==> config.mk <==
export PLATFORM = sky130hd
export DESIGN_NAME = muldiv_sequencer
export DESIGN_NICKNAME = d
export VERILOG_FILES = /design/src/rtl/muldiv_sequencer_pkg.sv /design/src/rtl/muldiv_datapath.sv /design/src/rtl/muldiv_sequencer.sv
export SDC_FILE = /design/constraint.sdc
export NUM_CORES = 1
export LEC_CHECK = 0
export ABC_CLOCK_PERIOD_IN_PS = 3600
export CAP_MARGIN = 20
export CORE_ASPECT_RATIO = 1.2
export CORE_MARGIN = 10
export CORE_UTILIZATION = 51
export CTS_BUF_LIST = sky130_fd_sc_hd__clkbuf_16
export CTS_CLUSTER_SIZE = 8
export DETAILED_ROUTE_END_ITERATION = 16
export HOLD_SLACK_MARGIN = 0.12
export PLACE_DENSITY = 0.72
export SETUP_SLACK_MARGIN = 0.15
export SKIP_CTS_REPAIR_TIMING = 1
export SLEW_MARGIN = 20
export SYNTH_ARGS = -nofsm -noshare
export SYNTH_HDL_FRONTEND = slang
export SYNTH_SLANG_ARGS = --single-unit
export TNS_END_PERCENT = 1
==> constraint.sdc <==
create_clock -name clk -period 3.6 [get_ports clk]
set_input_delay 0.72 -clock clk [delete_from_list [all_inputs] [get_ports clk]]
set_output_delay 0.72 -clock clk [all_outputs]
set_load 0.005 [all_outputs]
==> src/rtl/muldiv_sequencer_pkg.sv <==
// Shared encodings and constants for the RV32M multiply/divide sequencer.
package muldiv_sequencer_pkg;

    localparam int MD_XLEN = 32;

    typedef enum logic [2:0] {
        MD_MUL    = 3'd0,
        MD_MULH   = 3'd1,
        MD_MULHSU = 3'd2,
        MD_MULHU  = 3'd3,
        MD_DIV    = 3'd4,
        MD_DIVU   = 3'd5,
        MD_REM    = 3'd6,
        MD_REMU   = 3'd7
    } md_op_e;

    typedef enum logic [2:0] {
        S_IDLE,
        S_PREP,
        S_RUN,
        S_FIX,
        S_DONE
    } md_state_e;

    localparam logic [MD_XLEN-1:0] DIV0_Q = '1;
    localparam logic [MD_XLEN-1:0] OVF_Q  = {1'b1, {(MD_XLEN-1){1'b0}}};

endpackage

==> src/rtl/muldiv_datapath.sv <==
// Operand registers, shared accumulator and sign fix-up for shift-add multiply
// and restoring divide; sequenced by load/prep/step/fix/fast strobes.
module muldiv_datapath
    import muldiv_sequencer_pkg::*;
#(
    parameter int XLEN = MD_XLEN
) (
    input  logic            clk,
    input  logic            rst_n,
    input  logic            load_i,
    input  logic            prep_i,
    input  logic            step_i,
    input  logic            fix_i,
    input  logic            fast_i,
    input  md_op_e          op_i,
    input  logic [XLEN-1:0] a_i,
    input  logic [XLEN-1:0] b_i,
    input  logic [XLEN-1:0] fast_val_i,
    output logic [XLEN-1:0] result_o
);

    md_op_e              op_q;
    logic [XLEN-1:0]     a_q, b_q, result_q;
    logic [2*XLEN-1:0]   acc_q;
    logic [XLEN:0]       rem_q;
    logic                neg_res_q, neg_rem_q;

    logic                a_neg, b_neg;
    logic [XLEN-1:0]     a_abs, b_abs, rmd, fix_val;
    logic [XLEN:0]       add_sum, shl, trial;
    logic [2*XLEN-1:0]   prod;

    assign a_neg = (op_q inside {MD_MUL, MD_MULH, MD_MULHSU, MD_DIV, MD_REM}) & a_q[XLEN-1];
    assign b_neg = (op_q inside {MD_MUL, MD_MULH, MD_DIV, MD_REM}) & b_q[XLEN-1];
    assign a_abs = a_neg ? -a_q : a_q;
    assign b_abs = b_neg ? -b_q : b_q;

    // Multiply keeps the multiplier in acc low half and shifts it out as the product grows.
    assign add_sum = {1'b0, acc_q[2*XLEN-1:XLEN]} + (acc_q[0] ? {1'b0, b_q} : '0);
    // Divide shifts the dividend out of acc low half while the quotient shifts in behind it.
    assign shl     = {rem_q[XLEN-1:0], acc_q[XLEN-1]};
    assign trial   = shl - {1'b0, b_q};

    assign prod = neg_res_q ? -acc_q : acc_q;
    assign rmd  = neg_rem_q ? -rem_q[XLEN-1:0] : rem_q[XLEN-1:0];

    always_comb begin
        fix_val = rmd;
        case (op_q)
            MD_MUL, MD_DIV, MD_DIVU:       fix_val = prod[XLEN-1:0];
            MD_MULH, MD_MULHSU, MD_MULHU:  fix_val = prod[2*XLEN-1:XLEN];
            default:                       fix_val = rmd;
        endcase
    end

    always_ff @(posedge clk or negedge rst_n) begin
        if (!rst_n) begin
            op_q      <= MD_MUL;
            a_q       <= '0;
            b_q       <= '0;
            acc_q     <= '0;
            rem_q     <= '0;
            neg_res_q <= 1'b0;
            neg_rem_q <= 1'b0;
            result_q  <= '0;
        end else begin
            if (load_i) begin
                op_q <= op_i;
                a_q  <= a_i;
                b_q  <= b_i;
            end
            if (prep_i) begin
                a_q       <= a_abs;
                b_q       <= b_abs;
                acc_q     <= {{XLEN{1'b0}}, a_abs};
                rem_q     <= '0;
                neg_res_q <= a_neg ^ b_neg;
                neg_rem_q <= a_neg;
            end
            if (step_i) begin
                if (op_q[2]) begin
                    if (!trial[XLEN]) begin
                        rem_q             <= trial;
                        acc_q[XLEN-1:0]   <= {acc_q[XLEN-2:0], 1'b1};
                    end else begin
                        rem_q             <= shl;
                        acc_q[XLEN-1:0]   <= {acc_q[XLEN-2:0], 1'b0};
                    end
                end else begin
                    acc_q <= {add_sum, acc_q[XLEN-1:1]};
                end
            end
            if (fix_i) result_q <= fix_val;
            if (fast_i) result_q <= fast_val_i;
        end
    end

    assign result_o = result_q;

endmodule

==> src/rtl/muldiv_sequencer.sv <==
// EX-stage RV32M controller: FSM, iteration counter, flush/stall handling and
// the divide-by-zero / signed-overflow fast path around muldiv_datapath.
module muldiv_sequencer
    import muldiv_sequencer_pkg::*;
#(
    parameter int XLEN  = MD_XLEN,
    parameter int CNT_W = 6
) (
    input  logic            clk,
    input  logic            rst_n,
    input  logic            start,
    input  logic [2:0]      op,
    input  logic [XLEN-1:0] src_a,
    input  logic [XLEN-1:0] src_b,
    input  logic [4:0]      rd_in,
    input  logic            flush,
    output logic            busy,
    output logic            stall,
    output logic            done,
    output logic [XLEN-1:0] result,
    output logic [4:0]      rd_out
);

    md_state_e        state_q;
    logic [CNT_W-1:0] cnt_q;
    logic [4:0]       rd_q, rd_out_q;
    logic             done_q;

    md_op_e           op_e;
    logic             accept, div0, ovf, fast;
    logic [XLEN-1:0]  fast_val;

    assign op_e   = md_op_e'(op);
    assign accept = (state_q == S_IDLE) & start & ~flush;
    assign div0   = op[2] & (src_b == '0);
    assign ovf    = (op_e inside {MD_DIV, MD_REM}) & (src_a == OVF_Q) & (src_b == '1);
    assign fast   = div0 | ovf;

    // op[1] separates remainder ops from quotient ops.
    always_comb begin
        fast_val = '0;
        if (div0)     fast_val = op[1] ? src_a : DIV0_Q;
        else if (ovf) fast_val = op[1] ? '0    : OVF_Q;
    end

    always_ff @(posedge clk or negedge rst_n) begin
        if (!rst_n) begin
            state_q  <= S_IDLE;
            cnt_q    <= '0;
            rd_q     <= '0;
            rd_out_q <= '0;
            done_q   <= 1'b0;
        end else begin
            done_q <= 1'b0;
            case (state_q)
                S_IDLE: begin
                    if (accept) begin
                        rd_q <= rd_in;
                        if (fast) begin
                            state_q  <= S_DONE;
                            done_q   <= 1'b1;
                            rd_out_q <= rd_in;
                        end else begin
                            state_q <= S_PREP;
                        end
                    end
                end
                S_PREP: begin
                    if (flush) state_q <= S_IDLE;
                    else begin
                        cnt_q   <= CNT_W'(XLEN - 1);
                        state_q <= S_RUN;
                    end
                end
                S_RUN: begin
                    if (flush)              state_q <= S_IDLE;
                    else if (cnt_q == '0)   state_q <= S_FIX;
                    else                    cnt_q   <= cnt_q - 1'b1;
                end
                S_FIX: begin
                    if (flush) state_q <= S_IDLE;
                    else begin
                        state_q  <= S_DONE;
                        done_q   <= 1'b1;
                        rd_out_q <= rd_q;
                    end
                end
                S_DONE:  state_q <= S_IDLE;
                default: state_q <= S_IDLE;
            endcase
        end
    end

    muldiv_datapath #(
        .XLEN(XLEN)
    ) u_datapath (
        .clk        (clk),
        .rst_n      (rst_n),
        .load_i     (accept),
        .prep_i     ((state_q == S_PREP) & ~flush),
        .step_i     ((state_q == S_RUN) & ~flush),
        .fix_i      ((state_q == S_FIX) & ~flush),
        .fast_i     (accept & fast),
        .op_i       (op_e),
        .a_i        (src_a),
        .b_i        (src_b),
        .fast_val_i (fast_val),
        .result_o   (result)
    );

    assign busy   = (state_q != S_IDLE);
    assign stall  = ((state_q == S_IDLE) & start) | (state_q inside {S_PREP, S_RUN, S_FIX});
    assign done   = done_q;
    assign rd_out = rd_out_q;

endmodule

## Word level (Yosys, flattened, before mapping)

Cells that the tools add are included.

- Output and inout bits: 40
- Input port bits: 76
- Word-level logic and storage cells: 122
- Flip-flop bits (word level): 218

- Bitwise logic cells: 15
- Muxes and demuxes: 44
- Equality and inequality tests: 21
- Add/sub/neg operators: 7
- Reduce and logical (&&, ||, !) cells: 21

Operators by type and width:

| cell | count |
|---|---|
| $mux 32 | 16 |
| $mux 64 | 3 |
| $mux 33 | 4 |
| $neg 32->32 | 3 |
| $eq 32x32->1 const B | 2 |
| $neg 64->64 | 1 |
| $pmux 32 s2 | 1 |
| $add 32x33->33 | 1 |
| $sub 33x32->33 | 1 |
| $logic_not 32->1 | 1 |
| $mux 6 | 3 |
| $eq 3x3->1 const B | 5 |
| $mux 3 | 5 |
| $mux 5 | 3 |
| $ne 2x2->1 const B | 7 |
| $eq 3x2->1 const B | 4 |
| $pmux 3 s4 | 1 |
| $pmux 6 s2 | 1 |
| $reduce_bool 2->1 | 6 |
| $and 1x1->1 | 11 |
| $pmux 5 s2 | 1 |
| $reduce_and 4->1 | 2 |
| $eq 3x1->1 const B | 2 |
| $logic_not 3->1 | 2 |
| 14 further kinds | 22 |

## Longest topological paths before layout

Gate-level depths: netlist of the first run.

- Depth in word-level cells: 8
- Depth in mapped cells: 14
- Mapped depth without buffers: 13

## By module

Synthesis of the first run repeated with hierarchy kept, for this count alone.

- Cells, all modules: 2,187
- Area, all modules: 17,842.1 um2

Modules (own cells, without submodules):

| module | area each (um2) | cells an instance | instances | sequential area each (um2) |
|---|---|---|---|---|
| muldiv_datapath | 16,359.4 | 1,990 | 1 | 4,929.7 |
| muldiv_sequencer | 1,482.7 | 197 | 1 | 500.5 |

## Worst setup path before layout of the first run

Ideal clock, no wire load.

- Path type: register -> register
- From: register u_datapath.acc_q[0]
- To: register u_datapath.acc_q[63]
- Required time: 3.459 ns
- Slack: 0.145 ns
- Clock period less this slack: 3.455 ns
- Library setup time: 0.141 ns
- Data arrival time: 3.314 ns
- Buffers on the path: 1
- Stages on the path, launching flop included: 15
- Cells stage by stage: dfrtp_1 -> clkinv_1 -> clkbuf_1 -> nor2_1 -> ha_1 -> fa_1 -> a211oi_1 -> o21ai_0 -> nand4b_1 -> nand3_1 -> o2bb2ai_1 -> a311oi_1 -> o21ai_0 -> a2111oi_0 -> a211oi_1

- Word-level cells in the longest chain between the ends: 4

Ends and longest elaborated chain:

| item | RTL line | RTL |
|---|---|---|
| from (decl) | muldiv_datapath.sv:24 | `logic [2*XLEN-1:0] acc_q;` |
| from (signal assigned) | muldiv_datapath.sv:75 | `acc_q <= {{XLEN{1'b0}}, a_abs};` |
| from (signal, indexed assignment) | muldiv_datapath.sv:84 | `acc_q[XLEN-1:0] <= {acc_q[XLEN-2:0], 1'b1};` |
| from (signal, indexed assignment) | muldiv_datapath.sv:87 | `acc_q[XLEN-1:0] <= {acc_q[XLEN-2:0], 1'b0};` |
| $mux 32 | muldiv_datapath.sv:39 | `assign add_sum = {1'b0, acc_q[2*XLEN-1:XLEN]} + (acc_q[0] ? {1'b0, b_q} : '0);` |
| $add 32x33->33 | muldiv_datapath.sv:39 |  |
| $mux 32 | muldiv_datapath.sv:81 | `if (op_q[2]) begin` |
| $mux 64 | muldiv_datapath.sv:80 | `if (step_i) begin` |

Every way passes these cells.
A chain may end at the register's enable or synchronous reset.

## Worst setup path after layout of the first run

- From: register u_datapath.acc_q[0]
- To: register u_datapath.result_q[31], in the netlist u_datapath.result_o[31]

- Word-level cells in the longest chain between the ends: 5

Ends and longest elaborated chain:

| item | RTL line | RTL |
|---|---|---|
| $neg 64->64 | muldiv_datapath.sv:44 | `assign prod = neg_res_q ? -acc_q : acc_q;` |
| $mux 64 | muldiv_datapath.sv:44 |  |
| $pmux 32 s2 | muldiv_datapath.sv:49 | `case (op_q)` |
| $mux 32 | muldiv_datapath.sv:93 | `if (fix_i) result_q <= fix_val;` |
| $mux 32 | muldiv_datapath.sv:94 | `if (fast_i) result_q <= fast_val_i;` |
| to (signal assigned) | muldiv_datapath.sv:93 |  |
| to (signal assigned) | muldiv_datapath.sv:94 |  |
| to (decl) | muldiv_datapath.sv:23 | `logic [XLEN-1:0] a_q, b_q, result_q;` |

Every way passes these cells. The select of a mux whose other input is x is not followed.

==> impl_results.rst, run 1 <==
.. list-table::
   :header-rows: 1

   * - Metric
     - Value
   * - Status
     - finished clean
   * - Highest-delay cell along the critical path
     - sky130_fd_sc_hd__or4_4
   * - Layout filler cell count
     - 3,037
   * - Endpoints failing setup
     - 0
   * - Via count of the first global-routing pass
     - 17,700
   * - Post-Route Skew
     - 0.0182 ns
   * - Fraction of the cycle the final worst path needs
     - 93.9%
   * - Mean Syn Cell Area
     - 7.96 sq um
   * - Async SR Flop Fraction
     - 100%
   * - CTS tree
     - yes
   * - Wire length per cell
     - 24.2 um
   * - Core box area
     - 33,200 sq um
   * - Internal power contribution
     - 7750 uW
   * - Synthesized Nets
     - 2,315
   * - GR Util All Layers
     - 31.1%
   * - Number of buffer and inverter instances along the worst setup path
     - 3
   * - Clk Latency, worst-skew pair
     - 0.58 ns
   * - Quantity of I/O buffers inserted on ports
     - 115
   * - Cell taking the most area after synthesis
     - sky130_fd_sc_hd__dfrtp_1
   * - Top achievable clock speed
     - 296 MHz
   * - Number of DRC markers in iteration 0
     - 1,739
   * - Flop and latch count out of synthesis
     - 217
   * - Cell Rows
     - 73
   * - Sequential fraction of the synthesis area
     - 31.5%
   * - Required @ worst endpoint
     - 4.08 ns
   * - Sum of negative setup slack
     - 0 ns
   * - Area share of the largest cell type after synthesis
     - 31.5%
   * - Number of nets with antenna violations after detailed routing
     - 0
   * - Post-route minimum period
     - 3.38 ns
   * - Post-synth top cells
     - sky130_fd_sc_hd__o21ai_0, sky130_fd_sc_hd__dfrtp_1, sky130_fd_sc_hd__nand2_1, sky130_fd_sc_hd__nor2_1, sky130_fd_sc_hd__a21oi_1
   * - Wirelength, routed
     - 67.9 mm
   * - WP data arrival
     - 3.86 ns
   * - Distinct cell type count after synthesis
     - 82
   * - P&R area growth vs syn
     - 20.1%
   * - Initial core utilization
     - 51.9%
   * - Maximum clock insertion buffer count
     - 3
   * - Maximum number of pins on one net before global-route repair
     - 82
   * - Reg2Reg Setup Slack
     - 0.22 ns
   * - Switching power
     - 6360 uW
   * - Number of antenna repair diodes
     - 0
   * - Count of yosys warnings during synthesis
     - 0
   * - Part of the power in the clock network
     - 18.5%
   * - Largest vdd supply drop
     - 443 uV
   * - Startpoint class of the critical path
     - register
   * - Height of the die
     - 221 um
   * - Proportion of power drawn by flip-flops and latches
     - 31.1%
   * - Critical Path Sink Type
     - register
   * - Sequential cell area
     - 5430 sq um
   * - Max-cap violations
     - 0
   * - Footprint of the multi-input gates
     - 11,200 sq um
   * - Stage delay of the slowest cell on the critical path
     - 0.53 ns
   * - Number of hold violations in the final report
     - 0
   * - Worst-margin pin slew
     - 0.914 ns
   * - Via count
     - 18,200
   * - Clk Tree Root Cell
     - sky130_fd_sc_hd__clkbuf_16
   * - Per-cell via count in the routed design
     - 6.50
   * - Routability congestion estimate
     - 1.01
   * - First-pass GRT wire length
     - 103 mm
   * - R2R cell count
     - 12
   * - RSZ-0062 raised after global routing
     - yes
   * - Die width
     - 188 um
   * - Fraction of power spent switching nets
     - 45.1%
   * - Critical Path, Cell by Cell
     - buf_6 > or4_4 > or4_4 > nor4_4 > buf_4 > buf_6 > nand2_4 > or3_4 > o41ai_4 > xnor2_1 > a21oi_1 > a211oi_1
   * - Net total in the final layout
     - 2,498
   * - Levels on crit path
     - 12
   * - Count of unresolved DRC violations after routing
     - 0
   * - Fin. max-slew vios
     - 0
   * - Ratio of cells with drive above 1 in the final layout
     - 11.0%
   * - Syn Std Cell Area
     - 17,300 sq um
   * - Capture instance of the worst register-to-register path
     - u_datapath.result_o[31]
   * - Static leakage
     - 0.00892 uW
   * - Count of mapped cells out of synthesis
     - 2,167
   * - Number of enable flip-flop cells after synthesis
     - 0
   * - Critical path start-end classification
     - register to register
   * - Peak fanout along the critical path
     - 5
   * - Worst slew margin
     - 39.1%
   * - Most frequently used cell type in the post-synthesis netlist
     - sky130_fd_sc_hd__o21ai_0
   * - H-tree levels
     - 1
   * - Register clock-pin slew on the reported worst setup and hold paths
     - 0.06 ns
   * - Total power consumption of the routed design
     - 14,100 uW
   * - Flip-flop cell with the highest count after synthesis
     - sky130_fd_sc_hd__dfrtp_1
   * - Cell types occupying the most area after synthesis
     - sky130_fd_sc_hd__dfrtp_1, sky130_fd_sc_hd__o21ai_0, sky130_fd_sc_hd__ha_1
   * - DR pass1 iterations
     - 6
   * - Detailed placement HPWL
     - 51.9 mm
   * - Num ports
     - 116
   * - Power density over the cells
     - 681 nW/um^2
   * - Die area
     - 41,600 sq um
   * - Worst min-delay path class
     - input pin to async pin
   * - Initial antenna violation count
     - 2
   * - Global-route congestion overflow total
     - 0
   * - Clock buffer count from CTS
     - 31
   * - Combinational share of power
     - 50.4%
   * - Worst path top cell family by delay
     - simple AND/OR/NAND/NOR gates
   * - Number of sinks driven by the clock tree
     - 217
   * - R2R Path Start
     - u_datapath.acc_q[0]
final cells by class:
cell class                 count  area share (%)
timing repair buffer         283            12.2
tap                          450            2.72
clock buffer                  31            3.74
multi-input combinational   1750            53.8
sequential                   217            26.2
clock inverter                 5           0.127
inverter                      67            1.23
sequential cells by signal, indices dropped and copies added (netlist names), 3 cells and up:
register             cells
state_q                  3
u_datapath.a_q          32
u_datapath.acc_q        64
u_datapath.op_q          3
u_datapath.result_o     32
cnt_q                    6
u_datapath.b_q          32
rd_q                     5
rd_out                   5
u_datapath.rem_q        32
per-stage QoR:
step	hold slack [ns]	instances	utilization, %	worst slack, ns	instance area (sq um)
finish	0.149	2803	62.3	0.219	20700
global route	0.195	2803	62.3	0.0941	20700
CTS	0.160	2788	61.7	0.0116	20500
detailed placement	0.466	2752	59.3	0.0638	19700
global placement	0.458	2752	59.3	0.111	19700
floorplan	0.424	2167	-	0.255	17300
cell usage in the layout, fill, tap and decap left out, types with 10 or more instances in the layout:
| master | instances |
|---|---|
| sky130_fd_sc_hd__a211oi_1 | 18 |
| sky130_fd_sc_hd__a21o_1 | 26 |
| sky130_fd_sc_hd__a21oi_1 | 153 |
| sky130_fd_sc_hd__a22oi_1 | 13 |
| sky130_fd_sc_hd__a31oi_1 | 13 |
| sky130_fd_sc_hd__and3_1 | 13 |
| sky130_fd_sc_hd__buf_4 | 158 |
| sky130_fd_sc_hd__clkbuf_16 | 32 |
| sky130_fd_sc_hd__clkdlybuf4s50_1 | 114 |
| sky130_fd_sc_hd__dfrtp_1 | 214 |
| sky130_fd_sc_hd__ha_1 | 68 |
| sky130_fd_sc_hd__inv_1 | 67 |
| sky130_fd_sc_hd__mux2i_1 | 72 |
| sky130_fd_sc_hd__nand2_1 | 203 |
| sky130_fd_sc_hd__nand2b_1 | 17 |
| sky130_fd_sc_hd__nand3_1 | 123 |
| sky130_fd_sc_hd__nand4_1 | 31 |
| sky130_fd_sc_hd__nor2_1 | 175 |
| sky130_fd_sc_hd__nor2b_1 | 15 |
| sky130_fd_sc_hd__nor3_1 | 59 |
| sky130_fd_sc_hd__nor4_1 | 32 |
| sky130_fd_sc_hd__o211ai_1 | 12 |
| sky130_fd_sc_hd__o21a_1 | 12 |
| sky130_fd_sc_hd__o21ai_0 | 240 |
| sky130_fd_sc_hd__o221ai_1 | 39 |
| sky130_fd_sc_hd__o22ai_1 | 42 |
| sky130_fd_sc_hd__o31ai_1 | 30 |
| sky130_fd_sc_hd__o41ai_1 | 14 |
| sky130_fd_sc_hd__or3_1 | 16 |
| sky130_fd_sc_hd__or4_1 | 10 |
| sky130_fd_sc_hd__xnor2_1 | 74 |
| sky130_fd_sc_hd__xor2_1 | 98 |
power by group through the flow:
stage / combinational, uW / sequential [uW] / clock, uW
after CTS: 6910 / 4310 / 2630
after global placement: 6760 / 4300 / 0
after floorplan: 4560 / 3900 / 0
final: 7100 / 4390 / 2610
after global routing: 7710 / 4470 / 2740
after detailed placement: 6860 / 4340 / 0
kinds of logic (layout without fill, tap and decap cells):
group                      after synthesis  in the layout  synth area share (%)
AOI/OAI and AO/OA                      685            685                  24.6
DFF                                    217            217                  31.5
adders and majority gates               72             72                  5.31
xor gates and xnor gates               172            172                  8.73
buffers and inverters                  200            386                  4.60
muxes                                   74             74                  4.31
and+or+nand+nor                        747            747                  21.0
worst max-delay path by stage:
stage	start	to	slack (ns)
after floorplan	u_datapath.acc_q[0]	u_datapath.acc_q[63]	0.25
after global placement	u_datapath.acc_q[0]	u_datapath.result_o[9]	0.11
after detailed placement	u_datapath.acc_q[0]	u_datapath.result_o[9]	0.06
after CTS	u_datapath.acc_q[0]	u_datapath.result_o[9]	0.01
after global routing	u_datapath.acc_q[0]	u_datapath.result_o[31]	0.09
final	u_datapath.acc_q[0]	u_datapath.result_o[31]	0.22
per-layer routing:
layer / vias up / part of all wire (%) / track usage [%]
li1: 8313 / - / -
met1: 8823 / 39 / 37.7
met2: 869 / 47 / 52.0
met3: 223 / 7.0 / 3.98
met4: 2 / 6.7 / 18.2
met5: - / 0.025 / 0
Note: power is estimated with default switching activity, not from simulation.
==> run 2: changes to the inputs <==
- CAP_MARGIN: 20 -> not set
- SETUP_SLACK_MARGIN: 0.15 -> 0.3
==> run 2 against run 1 <==
Register-to-register slack barely moved. Fmax barely moved. Flip-flop and latch count did not move. Cell count barely moved. Design area rose by 0.45%. Global-route usage fell by 0.46 points. Via count fell by 0.48%. Clock skew rose by 0.0031 ns. Total power rose by 0.39%. Combinational power rose by 0.6%. Clock power rose by 2%. Largest power group unchanged. Routed wire length fell by 3.1%.
==> impl_results.rst, run 2 (same netlist as run 1, synthesis figures left out) <==
.. list-table::
   :header-rows: 1

   * - Metric
     - Value
   * - Most flop-heavy register
     - u_datapath.acc_q
   * - Wire length per cell
     - 23.5 um (-3.1%)
   * - Endpoints failing setup
     - 0 (unchanged)
   * - Clk Latency, worst-skew pair
     - 0.58 ns (about the same)
   * - Commonest non-fill, non-tap cell in the layout
     - sky130_fd_sc_hd__o21ai_0
   * - Critical Path, Cell by Cell
     - or3_4 > or3_4 > or3_4 > or3_4 > or4b_4 > o41ai_4 > xnor2_1 > a21oi_2 > a211oi_2
   * - Global-route congestion overflow total
     - 0 (unchanged)
   * - Fraction of the cycle the final worst path needs
     - 94.0% (about the same)
   * - Most prevalent standard cell on the critical path
     - sky130_fd_sc_hd__or3_4
   * - Net total in the final layout
     - 2,497 (-0.040%)
   * - R2R Path Start
     - u_datapath.acc_q[52]
   * - Static leakage
     - 0.00890 uW (-0.19%)
   * - Worst setup slack after placement
     - 0.0170 ns (-0.0468 ns)
   * - CTS tree
     - yes
   * - Via count
     - 18,100 (-0.48%)
   * - Final worst slack
     - 0.217 ns (-0.00248 ns)
   * - Via count of the first global-routing pass
     - 17,800 (+0.74%)
   * - Worst slew margin
     - 33.9% (-5.2 points)
   * - Critical Path Sink Type
     - register
   * - Ratio of cells with drive above 1 in the final layout
     - 11.7% (+0.77 points)
   * - P&R area growth vs syn
     - 20.7%
   * - Initial core utilization
     - 51.9% (unchanged)
   * - Post-Route Skew
     - 0.0214 ns (+0.00313 ns)
   * - Maximum number of pins on one net before global-route repair
     - 88 (+7.3%)
   * - Top achievable clock speed
     - 296 MHz (about the same)
   * - Quantity of I/O buffers inserted on ports
     - 115 (unchanged)
   * - Stage delay of the slowest cell on the critical path
     - 0.52 ns (about the same)
   * - Sum of negative setup slack
     - 0 ns (unchanged)
   * - Number of sinks driven by the clock tree
     - 217 (unchanged)
   * - Power density over the cells
     - 680 nW/um^2 (about the same)
   * - Required @ worst endpoint
     - 4.05 ns (-0.03 ns)
   * - Highest-delay cell along the critical path
     - sky130_fd_sc_hd__or4b_4
   * - Number of DRC markers in iteration 0
     - 1,845 (+6.1%)
   * - Die width
     - 188 um (unchanged)
   * - Startpoint class of the critical path
     - register
   * - Reg2Reg Setup Slack
     - 0.22 ns (about the same)
   * - Register clock-pin slew on the reported worst setup and hold paths
     - 0.06 ns (about the same)
   * - Number of flip-flops under the largest register name
     - 64 (unchanged)
   * - H-tree levels
     - 1 (unchanged)
   * - Initial antenna violation count
     - 0 (-2)
   * - WP data arrival
     - 3.84 ns (-0.02 ns)
   * - Worst path top cell family by delay
     - simple AND/OR/NAND/NOR gates
   * - Count of unresolved DRC violations after routing
     - 0 (unchanged)
   * - Worst-margin pin slew
     - 0.991 ns (+0.0773 ns)
   * - Number of nets with antenna violations after detailed routing
     - 0 (unchanged)
   * - Critical path start-end classification
     - register to register
   * - Num ports
     - 116 (unchanged)
   * - Routability congestion estimate
     - 1.00 (-0.97%)
   * - Number of hold violations in the final report
     - 0 (unchanged)
   * - Peak fanout along the critical path
     - 4 (-1)
   * - Worst Setup SP
     - u_datapath.acc_q[52]
   * - Post-route minimum period
     - 3.38 ns (+0.00248 ns)
   * - Die area
     - 41,600 sq um (unchanged)
   * - Fin. max-slew vios
     - 0 (unchanged)
   * - Cell Rows
     - 73 (unchanged)
   * - Worst min-delay path class
     - input pin to async pin
   * - Clock buffer count from CTS
     - 31 (unchanged)
   * - Largest vdd supply drop
     - 427 uV (-3.7%)
   * - Detailed placement HPWL
     - 51.7 mm (-0.30%)
   * - Number of antenna repair diodes
     - 0 (unchanged)
   * - Per-cell via count in the routed design
     - 6.48 (-0.44%)
   * - Wirelength, routed
     - 65.8 mm (-3.1%)
   * - Number of buffer and inverter instances along the worst setup path
     - 0 (-3)
   * - DR pass1 iterations
     - 6 (unchanged)
   * - Post-route core utilization
     - 62.6% (+0.28 points)
   * - Maximum clock insertion buffer count
     - 3 (unchanged)
   * - Top library cells by usage in the layout, fill and taps aside
     - sky130_fd_sc_hd__o21ai_0, sky130_fd_sc_hd__dfrtp_1, sky130_fd_sc_hd__nand2_1
   * - Height of the die
     - 221 um (unchanged)
   * - Status
     - finished clean
   * - GR Util All Layers
     - 30.7% (-0.46 points)
   * - First-pass GRT wire length
     - 103 mm (-0.70%)
   * - Core box area
     - 33,200 sq um (unchanged)
   * - RSZ-0062 raised after global routing
     - yes
   * - Max-cap violations
     - 0 (unchanged)
   * - Clk Tree Root Cell
     - sky130_fd_sc_hd__clkbuf_16
-- run 2: cell types whose count changed in the layout (fill, tap and decap cells not counted), sizes merged --
| cell | previous run | this run |
|---|---|---|
| bufinv | 0 | 1 |
| clkbuf | 32 | 31 |
| clkinv | 2 | 1 |
-- run 2: layer usage --
layer  share of wire (%)  GRT usage, %  vias to the layer above
li1                    -             -                     8326
met1                  39          36.6                     8758
met2                  47          50.8                      827
met3                 6.2          4.42                      232
met4                 7.2          19.7                        0
met5                   0             0                        -
-- run 2: final timing paths --
path	to	cells after the start
worst max-delay path	u_datapath.result_o[31]	9
worst min-delay path	u_datapath.a_q[23]	1
max in group asynchronous	u_datapath.result_o[30]	2
worst min register to register	rd_q[0]	2
min in group clk	rd_q[0]	2
worst max register to register	u_datapath.result_o[31]	9
-- run 2: through the flow --
step / instance area [sq um] / total power (uW) / std cells / hold WS (ns)
CTS: 20600 / 13800 / 2790 / 0.181
global route: 20800 / 15000 / 2802 / 0.206
global placement: 19700 / 11000 / 2754 / 0.457
detailed placement: 19700 / 11200 / 2754 / 0.465
floorplan: 17300 / 8470 / 2167 / 0.424
finish: 20800 / 14200 / 2802 / 0.153
-- run 2: final cells by class --
class | instances | area (sq um)
Clock inverter | 5 | 50.0
Fill cell | 2956 | 12400
Inverter | 67 | 255
Timing Repair Buffer | 282 | 2500
Clock buffer | 31 | 776
Tap cell | 450 | 563
Sequential cell | 217 | 5440
Multi-Input combinational cell | 1750 | 11200
-- run 2: report_power, final --
part / internal (uW) / switching [uW]
logic: 3090 / 4050
registers: 3220 / 1140
clock network: 1570 / 1090
total: 7880 / 6280
==> run 3: changes to the inputs <==
- GPL_TIMING_DRIVEN: not set -> 0
- SETUP_SLACK_MARGIN: 0.3 -> not set
==> run 3 against run 2 <==
The flow now finishes with violations (setup timing). Combinational power down 2%. Critical path depth unchanged. Clock-buffer cell count unchanged. Fmax down 7.5%. Die area unchanged. Global-route usage up 2.9 points. Cell count down 0.93%. Worst hold slack better by 0.33 ns. Routed wire length up 10%. Critical path type is now input pin to register. Critical endpoint is now u_datapath.result_o[20]. Largest cell class unchanged.
==> impl_results.rst, run 3 (same netlist as run 1, synthesis figures left out) <==
.. list-table::
   :header-rows: 1

   * - Metric
     - Value
   * - Post-Route Skew
     - 0.0166 ns (-0.00473 ns)
   * - Via count of the first global-routing pass
     - 17,500 (-1.6%)
   * - Number of antenna repair diodes
     - 0 (unchanged)
   * - Met2 track utilization from global routing
     - 54.1% (+3.3 points)
   * - Max-cap violations
     - 0 (unchanged)
   * - Post-route minimum period
     - 3.66 ns (+0.275 ns)
   * - CTS tree
     - yes
   * - Capture instance of the worst register-to-register path
     - u_datapath.acc_q[63]
   * - Count of unresolved DRC violations after routing
     - 0 (unchanged)
   * - Levels on crit path
     - 9 (unchanged)
   * - Number of buffer and inverter instances along the worst setup path
     - 2 (+2)
   * - Cell Rows
     - 73 (unchanged)
   * - First-pass GRT wire length
     - 109 mm (+6.0%)
   * - Die width
     - 188 um (unchanged)
   * - Initial core utilization
     - 51.9% (unchanged)
   * - Number of hold violations in the final report
     - 0 (unchanged)
   * - Quantity of I/O buffers inserted on ports
     - 115 (unchanged)
   * - Clk Latency, worst-skew pair
     - 0.59 ns (about the same)
   * - DR pass1 iterations
     - 6 (unchanged)
   * - Reg2Reg Setup Slack
     - -0.05 ns (-0.27 ns)
   * - Initial antenna violation count
     - 0 (unchanged)
   * - Core box area
     - 33,200 sq um (unchanged)
   * - Static leakage
     - 0.00831 uW (-6.6%)
   * - Failing checks
     - setup timing
   * - Most flop-heavy register
     - u_datapath.acc_q
   * - Num ports
     - 116 (unchanged)
   * - Worst slew margin
     - 23.4% (-10 points)
   * - Via count
     - 18,400 (+1.1%)
   * - Layout filler cell count
     - 3,135 (+6.1%)
   * - Commonest non-fill, non-tap cell in the layout
     - sky130_fd_sc_hd__o21ai_0
   * - Number of instances on the worst hold path
     - 2
   * - Critical Path, Cell by Cell
     - clkdlybuf4s50_1 > nor4_1 > nand4_1 > nor3_2 > or2_2 > a21oi_1 > clkbuf_1 > a2bb2oi_1 > nand2_1
   * - Met3 global-route usage
     - 4.53% (+0.11 points)
   * - Source of the worst hold timing path
     - rd_out[0]
   * - Number of flip-flops under the largest register name
     - 64 (unchanged)
   * - Worst path top cell family by delay
     - simple AND/OR/NAND/NOR gates
   * - Fraction of the cycle the final worst path needs
     - 102% (+7.6 points)
   * - R2R cell count
     - 13 (+4)
   * - Highest-delay cell along the critical path
     - sky130_fd_sc_hd__clkdlybuf4s50_1
   * - P&R area growth vs syn
     - 16.2%
   * - Maximum clock insertion buffer count
     - 3 (unchanged)
   * - Height of the die
     - 221 um (unchanged)
   * - R2R Path Start
     - u_datapath.acc_q[0]
   * - Final worst slack
     - -0.0588 ns (-0.275 ns)
   * - Footprint of the multi-input gates
     - 11,200 sq um (-0.72%)
   * - Global-route congestion overflow total
     - 0 (unchanged)
   * - Stage delay of the slowest cell on the critical path
     - 0.59 ns (+0.07 ns)
   * - Worst-margin pin slew
     - 1.14 ns (+0.148 ns)
   * - Worst min-delay path class
     - register to register
   * - Ratio of cells with drive above 1 in the final layout
     - 4.82% (-6.9 points)
   * - GR Util All Layers
     - 33.5% (+2.9 points)
   * - Fin. max-slew vios
     - 0 (unchanged)
   * - Startpoint class of the critical path
     - input pin
   * - Largest vdd supply drop
     - 433 uV (+1.4%)
   * - Wirelength, routed
     - 72.5 mm (+10%)
   * - Routability congestion estimate
     - 1.01 (+0.43%)
   * - Net total in the final layout
     - 2,471 (-1.0%)
   * - WP data arrival
     - 4.09 ns (+0.25 ns)
   * - Number of sinks driven by the clock tree
     - 217 (unchanged)
   * - Endpoints failing setup
     - 9 (+9)
   * - Status
     - complete, but fails checks
   * - Per-cell via count in the routed design
     - 6.61 (+2.1%)
   * - Critical Path Sink Type
     - register
   * - Peak-usage layer in the global routing report
     - met2
   * - Critical path start-end classification
     - input pin to register
   * - Clk Tree Root Cell
     - sky130_fd_sc_hd__clkbuf_16
   * - Top library cells by usage in the layout, fill and taps aside
     - sky130_fd_sc_hd__o21ai_0, sky130_fd_sc_hd__dfrtp_1, sky130_fd_sc_hd__nand2_1
   * - Detailed placement HPWL
     - 57.3 mm (+11%)
   * - Power density over the cells
     - 693 nW/um^2 (+1.9%)
   * - Required @ worst endpoint
     - 4.04 ns (about the same)
   * - Wire length per cell
     - 26.1 um (+11%)
   * - Hold path endpoint
     - rd_out[0]
   * - Top achievable clock speed
     - 273 MHz (-7.5%)
   * - RSZ-0062 raised after global routing
     - yes
   * - Number of nets with antenna violations after detailed routing
     - 0 (unchanged)
   * - Maximum number of pins on one net before global-route repair
     - 82 (-6.8%)
   * - H-tree levels
     - 1 (unchanged)
   * - Clock buffer count from CTS
     - 31 (unchanged)
   * - Sum of negative setup slack
     - -0.360 ns (-0.360 ns)
   * - Peak fanout along the critical path
     - 10 (+6)
   * - Number of DRC markers in iteration 0
     - 2,050 (+11%)
   * - Register clock-pin slew on the reported worst setup and hold paths
     - 0.05 ns (about the same)
   * - Sequential cell area
     - 5430 sq um (about the same)
   * - Die area
     - 41,600 sq um (unchanged)
   * - Worst setup slack after placement
     - -1.28 ns (-1.29 ns)
   * - Met1 track utilization from global routing
     - 41.0% (+4.4 points)
==> run 3: cell types whose count changed in the layout (fill, tap and decap cells not counted), moves of 3 or more <==
cell,delta
sky130_fd_sc_hd__clkbuf_1,+99
sky130_fd_sc_hd__ha_4,-3
sky130_fd_sc_hd__buf_1,+19
sky130_fd_sc_hd__buf_4,-156
sky130_fd_sc_hd__buf_6,+7
sky130_fd_sc_hd__ha_2,-3
sky130_fd_sc_hd__buf_2,+5
sky130_fd_sc_hd__dfrtp_1,+4
sky130_fd_sc_hd__a21oi_1,+4
sky130_fd_sc_hd__ha_1,+6
sky130_fd_sc_hd__a21oi_2,-4
sky130_fd_sc_hd__dfrtp_2,-4
sky130_fd_sc_hd__buf_12,-7
==> run 3: per-stage QoR <==
step / cells / total power, uW / hold WS [ns] / area [sq um] / util [%]
after floorplan: 2167 / 8470 / 0.424 / 17300 / -
final: 2776 / 13900 / 0.479 / 20100 / 60.3
after detailed placement: 2735 / 11000 / 0.467 / 19000 / 57.3
after global placement: 2732 / 10900 / 0.461 / 19000 / 57.1
after CTS: 2771 / 13600 / 0.0747 / 19900 / 59.7
after global routing: 2776 / 14700 / 0.504 / 20100 / 60.3
==> run 3: layer usage <==
metal | vias to the layer above | part of all wire (%)
met5 | - | 0
met4 | 0 | 7.7
li1 | 8300 | -
met2 | 1045 | 46
met3 | 262 | 8.2
met1 | 8743 | 38
==> run 3: power breakdown <==
part | internal, uW | switching (uW) | leakage (uW)
logic | 2760 | 4240 | 0.00520
registers | 3220 | 1040 | 0.00271
clock network | 1510 | 1130 | 0.000408
total | 7490 | 6410 | 0.00831
==> run 3: worst reg2reg max path, stage by stage, from the launching register on <==
cell and delay, ns:
sky130_fd_sc_hd__dfrtp_2 0.43, sky130_fd_sc_hd__clkinvlp_4 0.19, sky130_fd_sc_hd__clkbuf_1 0.25, sky130_fd_sc_hd__nor2_1 0.30
sky130_fd_sc_hd__ha_1 0.34, sky130_fd_sc_hd__a21o_1 0.21, sky130_fd_sc_hd__a221o_1 0.29, sky130_fd_sc_hd__a21oi_1 0.17
sky130_fd_sc_hd__nand3_2 0.13, sky130_fd_sc_hd__o2bb2ai_2 0.19, sky130_fd_sc_hd__a311oi_2 0.31, sky130_fd_sc_hd__o21ai_0 0.17
sky130_fd_sc_hd__a2111oi_1 0.43, sky130_fd_sc_hd__a211oi_1 0.09
==> run 3: worst max-delay path by stage <==
stage | slack, ns | start | to
5_1_grt | -0.19 | u_datapath.acc_q[0] | u_datapath.acc_q[63]
6_report | -0.06 | src_b[30] | u_datapath.result_o[20]
4_1_cts | -1.29 | u_datapath.acc_q[31] | u_datapath.rem_q[30]
3_5_place_dp | -1.28 | u_datapath.acc_q[31] | u_datapath.rem_q[30]
2_1_floorplan | 0.14 | u_datapath.acc_q[0] | u_datapath.acc_q[63]
3_3_place_gp | -7.61 | rst_n | u_datapath.acc_q[56]
==> run 3: area by class of cell <==
type                       count  share of cell area (%)
clock inverter                 5                   0.181
tap                          450                    2.81
timing repair buffer         123                    6.28
multi-input combinational   1750                    55.7
sequential                   217                    27.1
inverter                      67                    1.27
buffer                       133                    2.83
clock buffer                  31                    3.87
